===== src/rtl/game_pkg.sv =====
// Shared game geometry, hop distances, lane wrap and controller state encoding.
// The sync generator and renderer import the same constants.
package game_pkg;

  localparam int H_DISPLAY     = 640;
  localparam int V_DISPLAY     = 480;
  localparam int PLAYER_WIDTH  = 30;
  localparam int PLAYER_HEIGHT = 50;
  localparam int HOP_X         = 35;
  localparam int HOP_Y         = 75;
  localparam int WRAP          = 35;

  // 11-bit forms so position arithmetic never wraps before clamping
  localparam logic [10:0] HOP_X_W = 11'(HOP_X);
  localparam logic [10:0] HOP_Y_W = 11'(HOP_Y);
  localparam logic [10:0] X_MAX_W = 11'(H_DISPLAY - PLAYER_WIDTH);
  localparam logic [10:0] Y_MAX_W = 11'(V_DISPLAY - PLAYER_HEIGHT);
  localparam logic [9:0]  WRAP_LAST = 10'(WRAP - 1);

  typedef enum logic [2:0] {
    ST_IDLE   = 3'd0,
    ST_LANES  = 3'd1,
    ST_PLAYER = 3'd2,
    ST_HIT    = 3'd3,
    ST_DONE   = 3'd4,
    ST_OVER   = 3'd5
  } state_t;

  // Step toward zero, saturating at the top/left edge
  function automatic logic [9:0] pos_dec(input logic [9:0] pos, input logic [10:0] step);
    logic [10:0] wide;
    wide = {1'b0, pos};
    if (wide >= step) pos_dec = 10'(wide - step);
    else              pos_dec = '0;
  endfunction

  // Step away from zero, saturating at the last position that keeps the sprite on screen
  function automatic logic [9:0] pos_inc(input logic [9:0] pos, input logic [10:0] step,
                                         input logic [10:0] lim);
    logic [10:0] wide;
    wide = {1'b0, pos} + step;
    if (wide > lim) pos_inc = 10'(lim);
    else            pos_inc = 10'(wide);
  endfunction

endpackage


===== src/rtl/btn_edge_latch.sv =====
// Rising-edge detector feeding a sticky latch. The latch holds a press until the
// controller consumes it; a press landing on the consume cycle is kept.
module btn_edge_latch (
  input  logic CLK,
  input  logic RST_N,
  input  logic I_LEVEL,
  input  logic I_CLR,
  output logic O_LATCH
);

  logic level_reg;
  logic latch_reg;
  logic latch_next;
  logic edge_det;

  assign edge_det = I_LEVEL & ~level_reg;

  // Set has priority over clear so no press is lost
  always_comb begin
    latch_next = latch_reg;
    if (I_CLR)    latch_next = 1'b0;
    if (edge_det) latch_next = 1'b1;
  end

  // Previous button level and latch state
  always_ff @(posedge CLK or negedge RST_N) begin
    if (!RST_N) begin
      level_reg <= 1'b0;
      latch_reg <= 1'b0;
    end else begin
      level_reg <= I_LEVEL;
      latch_reg <= latch_next;
    end
  end

  assign O_LATCH = latch_reg;

endmodule


===== src/rtl/frame_update_ctrl.sv =====
// Once-per-frame game-state update: steps lane scroll offsets one lane per cycle,
// applies latched hops, then resolves a pending collision against the life count.
module frame_update_ctrl
  import game_pkg::*;
#(
  parameter int NUM_LANES   = 5,
  parameter int BASE_DIV    = 4,
  parameter int START_X     = 305,
  parameter int START_Y     = 430,
  parameter int START_LIVES = 3
) (
  input  logic                    CLK,
  input  logic                    RST_N,
  input  logic                    I_FRAME_START,
  input  logic                    I_BTN_UP,
  input  logic                    I_BTN_DOWN,
  input  logic                    I_BTN_LEFT,
  input  logic                    I_BTN_RIGHT,
  input  logic                    I_COLLISION,
  output logic [10*NUM_LANES-1:0] O_LANE_OFFSET,
  output logic [9:0]              O_PLAYER_X,
  output logic [9:0]              O_PLAYER_Y,
  output logic [1:0]              O_LIVES,
  output logic                    O_BUSY,
  output logic                    O_DONE,
  output logic                    O_HIT,
  output logic                    O_GAME_OVER
);

  localparam int IDX_W = (NUM_LANES > 1) ? $clog2(NUM_LANES) : 1;
  localparam int CNT_W = $clog2(BASE_DIV * NUM_LANES + 1);
  localparam logic [IDX_W-1:0] LAST_IDX    = IDX_W'(NUM_LANES - 1);
  localparam logic [9:0]       START_X_W   = 10'(START_X);
  localparam logic [9:0]       START_Y_W   = 10'(START_Y);
  localparam logic [1:0]       START_LIVES_W = 2'(START_LIVES);

  state_t           state_reg, state_next;
  logic [IDX_W-1:0] lane_idx_reg, lane_idx_next;
  logic [9:0]       x_reg, x_next;
  logic [9:0]       y_reg, y_next;
  logic [1:0]       lives_reg, lives_next;
  logic             coll_reg, coll_next;
  logic             up_lat, down_lat, left_lat, right_lat;
  logic             latch_clr;
  logic             hit_apply;

  assign latch_clr = (state_reg == ST_PLAYER);
  assign hit_apply = (state_reg == ST_HIT) && coll_reg;

  btn_edge_latch u_up    (.CLK(CLK), .RST_N(RST_N), .I_LEVEL(I_BTN_UP),    .I_CLR(latch_clr), .O_LATCH(up_lat));
  btn_edge_latch u_down  (.CLK(CLK), .RST_N(RST_N), .I_LEVEL(I_BTN_DOWN),  .I_CLR(latch_clr), .O_LATCH(down_lat));
  btn_edge_latch u_left  (.CLK(CLK), .RST_N(RST_N), .I_LEVEL(I_BTN_LEFT),  .I_CLR(latch_clr), .O_LATCH(left_lat));
  btn_edge_latch u_right (.CLK(CLK), .RST_N(RST_N), .I_LEVEL(I_BTN_RIGHT), .I_CLR(latch_clr), .O_LATCH(right_lat));

  // State and lane index registers
  always_ff @(posedge CLK or negedge RST_N) begin
    if (!RST_N) begin
      state_reg    <= ST_IDLE;
      lane_idx_reg <= '0;
    end else begin
      state_reg    <= state_next;
      lane_idx_reg <= lane_idx_next;
    end
  end

  // Sequence: lanes one per cycle, then player, then collision resolution
  always_comb begin
    state_next    = state_reg;
    lane_idx_next = lane_idx_reg;
    case (state_reg)
      ST_IDLE: begin
        if (I_FRAME_START) begin
          state_next    = ST_LANES;
          lane_idx_next = '0;
        end
      end
      ST_LANES: begin
        if (lane_idx_reg == LAST_IDX) state_next = ST_PLAYER;
        else lane_idx_next = lane_idx_reg + IDX_W'(1);
      end
      ST_PLAYER: state_next = ST_HIT;
      ST_HIT: begin
        if (coll_reg && (lives_reg == 2'd1)) state_next = ST_OVER;
        else                                 state_next = ST_DONE;
      end
      ST_DONE: state_next = ST_IDLE;
      ST_OVER: state_next = ST_OVER;
      default: state_next = ST_IDLE;
    endcase
  end

  // Player position and lives: hops in PLAYER, respawn and life loss in HIT
  always_comb begin
    x_next     = x_reg;
    y_next     = y_reg;
    lives_next = lives_reg;
    if (state_reg == ST_PLAYER) begin
      if (up_lat)        y_next = pos_dec(y_reg, HOP_Y_W);
      else if (down_lat) y_next = pos_inc(y_reg, HOP_Y_W, Y_MAX_W);
      if (left_lat)       x_next = pos_dec(x_reg, HOP_X_W);
      else if (right_lat) x_next = pos_inc(x_reg, HOP_X_W, X_MAX_W);
    end else if (hit_apply) begin
      x_next     = START_X_W;
      y_next     = START_Y_W;
      lives_next = lives_reg - 2'd1;
    end
  end

  // Sticky collision flag; a fresh collision in the HIT cycle survives the clear
  always_comb begin
    coll_next = coll_reg;
    if (state_reg != ST_OVER) begin
      if (hit_apply)   coll_next = 1'b0;
      if (I_COLLISION) coll_next = 1'b1;
    end
  end

  // Player, lives and collision registers
  always_ff @(posedge CLK or negedge RST_N) begin
    if (!RST_N) begin
      x_reg     <= START_X_W;
      y_reg     <= START_Y_W;
      lives_reg <= START_LIVES_W;
      coll_reg  <= 1'b0;
    end else begin
      x_reg     <= x_next;
      y_reg     <= y_next;
      lives_reg <= lives_next;
      coll_reg  <= coll_next;
    end
  end

  genvar gi;
  generate
    for (gi = 0; gi < NUM_LANES; gi++) begin : g_lane
      localparam logic [CNT_W-1:0] CNT_LAST  = CNT_W'(BASE_DIV * (gi + 1) - 1);
      localparam bit               STEP_DOWN = (gi % 2) == 1;
      logic [CNT_W-1:0] cnt_reg;
      logic [9:0]       offset_reg;
      logic             lane_sel;

      assign lane_sel = (state_reg == ST_LANES) && (lane_idx_reg == IDX_W'(gi));

      // Frame divider and scroll offset; odd lanes scroll the opposite way
      always_ff @(posedge CLK or negedge RST_N) begin
        if (!RST_N) begin
          cnt_reg    <= '0;
          offset_reg <= '0;
        end else if (lane_sel) begin
          if (cnt_reg == CNT_LAST) begin
            cnt_reg <= '0;
            if (STEP_DOWN) offset_reg <= (offset_reg == 10'd0) ? WRAP_LAST : offset_reg - 10'd1;
            else           offset_reg <= (offset_reg == WRAP_LAST) ? 10'd0 : offset_reg + 10'd1;
          end else begin
            cnt_reg <= cnt_reg + CNT_W'(1);
          end
        end
      end

      assign O_LANE_OFFSET[gi*10 +: 10] = offset_reg;
    end
  endgenerate

  assign O_PLAYER_X  = x_reg;
  assign O_PLAYER_Y  = y_reg;
  assign O_LIVES     = lives_reg;
  assign O_BUSY      = (state_reg == ST_LANES) || (state_reg == ST_PLAYER) ||
                       (state_reg == ST_HIT)   || (state_reg == ST_DONE);
  assign O_DONE      = (state_reg == ST_DONE);
  assign O_HIT       = hit_apply;
  assign O_GAME_OVER = (state_reg == ST_OVER);

endmodule

===== config.mk =====
export PLATFORM = sky130hd
export DESIGN_NAME = frame_update_ctrl
export DESIGN_NICKNAME = d
export VERILOG_FILES = /design/src/rtl/game_pkg.sv /design/src/rtl/btn_edge_latch.sv /design/src/rtl/frame_update_ctrl.sv
export SDC_FILE = /design/constraint.sdc
export NUM_CORES = 1
export LEC_CHECK = 0
export ABC_AREA = 1
export ABC_CLOCK_PERIOD_IN_PS = 2000
export CELL_PAD_IN_SITES_DETAIL_PLACEMENT = 1
export CELL_PAD_IN_SITES_GLOBAL_PLACEMENT = 1
export CORE_MARGIN = 2
export CORE_UTILIZATION = 25
export DETAILED_ROUTE_END_ITERATION = 6
export HOLD_SLACK_MARGIN = 0.03
export PLACE_DENSITY_LB_ADDON = 0.1
export SLEW_MARGIN = 20
export SYNTH_ARGS = -nofsm -noshare
export SYNTH_HDL_FRONTEND = slang
export SYNTH_SLANG_ARGS = --single-unit

===== constraint.sdc =====
create_clock -name CLK -period 2 [get_ports CLK]
set_clock_uncertainty 0.15 [all_clocks]
set_input_delay 0.3 -clock CLK [delete_from_list [all_inputs] [get_ports CLK]]
set_output_delay 0.3 -clock CLK [all_outputs]
set_load 0.02 [all_outputs]

==> out/metrics.cfg <==
[setup_path]
worst-endpoint-arrival_ns = 2.24
worstPathRequired_ns = 2.14
timing_worst_setup_path_type = register to register
critical_path.endpoint_type = register
critical_path.max_fanout = 5
crit_path_start_kind = register
reg2regPathDepth = 15

[timing]
worst_slew_pin_slew_ns = 0.504
setup_repair_after_global_routing_missed_its_margin = yes
final_max_slew_viol_count = 0
fin_tns_setup_ns = -0.949
clock.fmax_ghz = 0.476
setup_violations = 20
hold_violations = 0
slack_of_the_critical_path_ns = -0.101
slew_headroom_pct = 66.4
min_period_ns = 2.10
post_route_clock_period_utilization_pct = 105

[cells_and_area]
layout.cells.most_common = sky130_fd_sc_hd__nand2_1
layout.cells.most_common_list = sky130_fd_sc_hd__nand2_1 (118), sky130_fd_sc_hd__inv_1 (112), sky130_fd_sc_hd__buf_4 (100)
final_design_area_no_fill_sq_um = 9520
num-nets-final = 1044
largest_register_ffs = 50
antenna_cell_count = 0
areaGrowthSynthToFinish_pct = 45.7
post_route_cells_drive_above_1_share_pct = 29.4
stdcell_count = 1353

[place]
post-dp-hpwl_microns = 14000
place.gp.congestion = 0.774
place_ws_ns = -0.0994
dp.cells = 1311
port-buffer-count = 83
place_area_sq_um = 8460

[power]
vdd_ir_drop_max_mv = 0.477
leakagePower_nw = 4.46
power_density_nw_per_um2 = 1250
cell_internal_pwr_mw = 6.71
net-switching-power_mw = 5.15
clock_power_share_pct = 16.4
combinational_cell_fraction_of_total_power_pct = 54.2
design_power_mw = 11.9
pwr-share-seq_pct = 29.4
sw_share_pct = 43.4

[worst_hold_path]
hp-class = primary input to register
hold_depth = 1

[cts]
max-clock-path-buffers = 2
worst_setup_hold_path_clk_slew_ns = 0.09
clockRootBuffer = sky130_fd_sc_hd__clkbuf_16
clock_latency_ns = 0.36
cts_buffers = 9
tritoncts = done
clkSinkCount = 112
ctsHtreeMaxLevel = 3

[yosys]
synthesis.area_sq_um = 6530
synth_register_bits = 112
synth_edf_count = 0
synth-seq-area-share_pct = 43.1
synth_nets = 845
fraction_of_registers_with_async_set_reset_pct = 100
synthCells = 814
synthDistinctLibCells = 49
synth_flop_cell = sky130_fd_sc_hd__dfrtp_1
synth_area_per_cell_sq_um = 8.03
synth_warnings = 0

[route]
drcViolationCount = 0
drt_wl_total_microns = 18800
vias = 6030
postRouteAntennaNets = 0
first_iter_violations = 172
post_drt_via_cell_ratio = 4.46
drt-pass1-iter-count = 4
routed_wire_length_per_instance_microns = 13.9

[run_status]
status = finished, violations left
violations = negative setup slack

[global_route]
antenna_found_initial = 0
most_heavily_used_metal_layer_in_global_routing = met2
grt_remaining_overflow = 0
gr-usage-met3_pct = 2.77
grt_util_met1_pct = 18.1
grt_first_pass_wirelength_microns = 31500
pin_count_of_the_biggest_net_entering_global_routing = 37
grt_usage_pct = 13.8
grt_util_met2_pct = 23.5
grt_pass1_vias = 6318

[die]
floorplan.die.height_microns = 166
fp.dieArea_sq_um = 27400
initial_core_util_pct = 25.3
die_width_microns = 166
std_cell_rows = 59
num_io_pins = 84
core_area_sq_um = 25800

[flow_run]
drv_cap = 0

[synth_stat cells, drive strengths merged, types with 12 or more instances]
cell,number,share of area (%)
ha,23,4.4
inv,133,7.8
nand3,47,4.2
dfrtp,100,38
o21ai,61,4.7
a21oi,53,4.4
nand2,155,9.4
nand4,17,1.6
nor3,28,2.7
nor2,91,6.8
xor2,30,4.0
dfstp,12,4.8
[power groups by stage]
stage | clock, mW | sequential (mW) | combinational, mW
after floorplan | 0 | 3.66 | 2.92
after global placement | 0 | 3.50 | 5.52
after detailed placement | 0 | 3.51 | 5.49
after CTS | 2.06 | 3.48 | 5.76
after global routing | 2.14 | 3.58 | 7.11
final | 1.94 | 3.48 | 6.43
[area by class of cell]
cell class | instances | area [sq um]
Timing Repair Buffer | 196 | 1750
Fill cell | 3074 | 16300
Tap cell | 335 | 419
Clock inverter | 6 | 73.8
Sequential cell | 112 | 2830
Multi-Input combinational cell | 561 | 3680
Inverter | 133 | 520
Clock buffer | 10 | 239
[cells by family after synthesis]
logic type | Yosys count | synth area share, %
flip-flops | 112 | 43.1
AND/OR/NAND/NOR | 353 | 26.3
adder cells (fa/ha/maj) | 23 | 4.41
XOR/XNOR | 37 | 4.96
buffers and inverters | 142 | 8.48
AO/OA/AOI/OAI | 147 | 12.8
[path summary, 6_finish.rpt]
kind,startpoint,slack [ns],end
max reg2reg,O_PLAYER_X[0],-0.10,O_PLAYER_X[0]
min in group asynchronous,RST_N,0.30,g_lane[2].offset_reg[9]
max,O_PLAYER_X[0],-0.10,O_PLAYER_X[0]
min reg2reg,u_down.level_reg,0.27,u_down.O_LATCH
min,I_BTN_LEFT,0.27,u_left.level_reg
max in group asynchronous,RST_N,0.75,O_PLAYER_Y[3]
[layer usage]
metal / routed length, microns / part of all wire (%)
met4: 210 / 1.1
met5: 0 / 0
met2: 9310 / 50
met1: 8770 / 47
met3: 455 / 2.4
[worst max-delay path: stages (launching register included)]
cell and delay, ns:
sky130_fd_sc_hd__dfstp_2 0.57, sky130_fd_sc_hd__inv_2 0.06, sky130_fd_sc_hd__ha_4 0.17, sky130_fd_sc_hd__nor2_4 0.10, sky130_fd_sc_hd__nand2_4 0.08, sky130_fd_sc_hd__nand2_4 0.07, sky130_fd_sc_hd__nand2_4 0.08, sky130_fd_sc_hd__nand2_4 0.07
sky130_fd_sc_hd__nor2_2 0.04, sky130_fd_sc_hd__nand2_2 0.06, sky130_fd_sc_hd__nand3_2 0.09, sky130_fd_sc_hd__nand2_2 0.10, sky130_fd_sc_hd__nand2_4 0.10, sky130_fd_sc_hd__nand2_8 0.10, sky130_fd_sc_hd__nand2_2 0.07, sky130_fd_sc_hd__a21oi_2 0.13
[metrics by stage]
stage / utilization (%) / hold WS [ns]
after floorplan: - / -0.146
after global placement: 32.8 / 0.160
after detailed placement: 32.8 / 0.164
after CTS: 34.5 / 0.251
after global routing: 36.8 / 0.264
final: 36.8 / 0.266
[repair_timing]
action	4_1_cts	5_1_grt
pin swaps	24	34
hold buffers	1	0
setup buffers	6	18
hold endpoints to repair	21	0
gates resized for setup	60	127
setup endpoints to repair	40	62
cloned	1	0
Power figures use the tool's default switching activity.
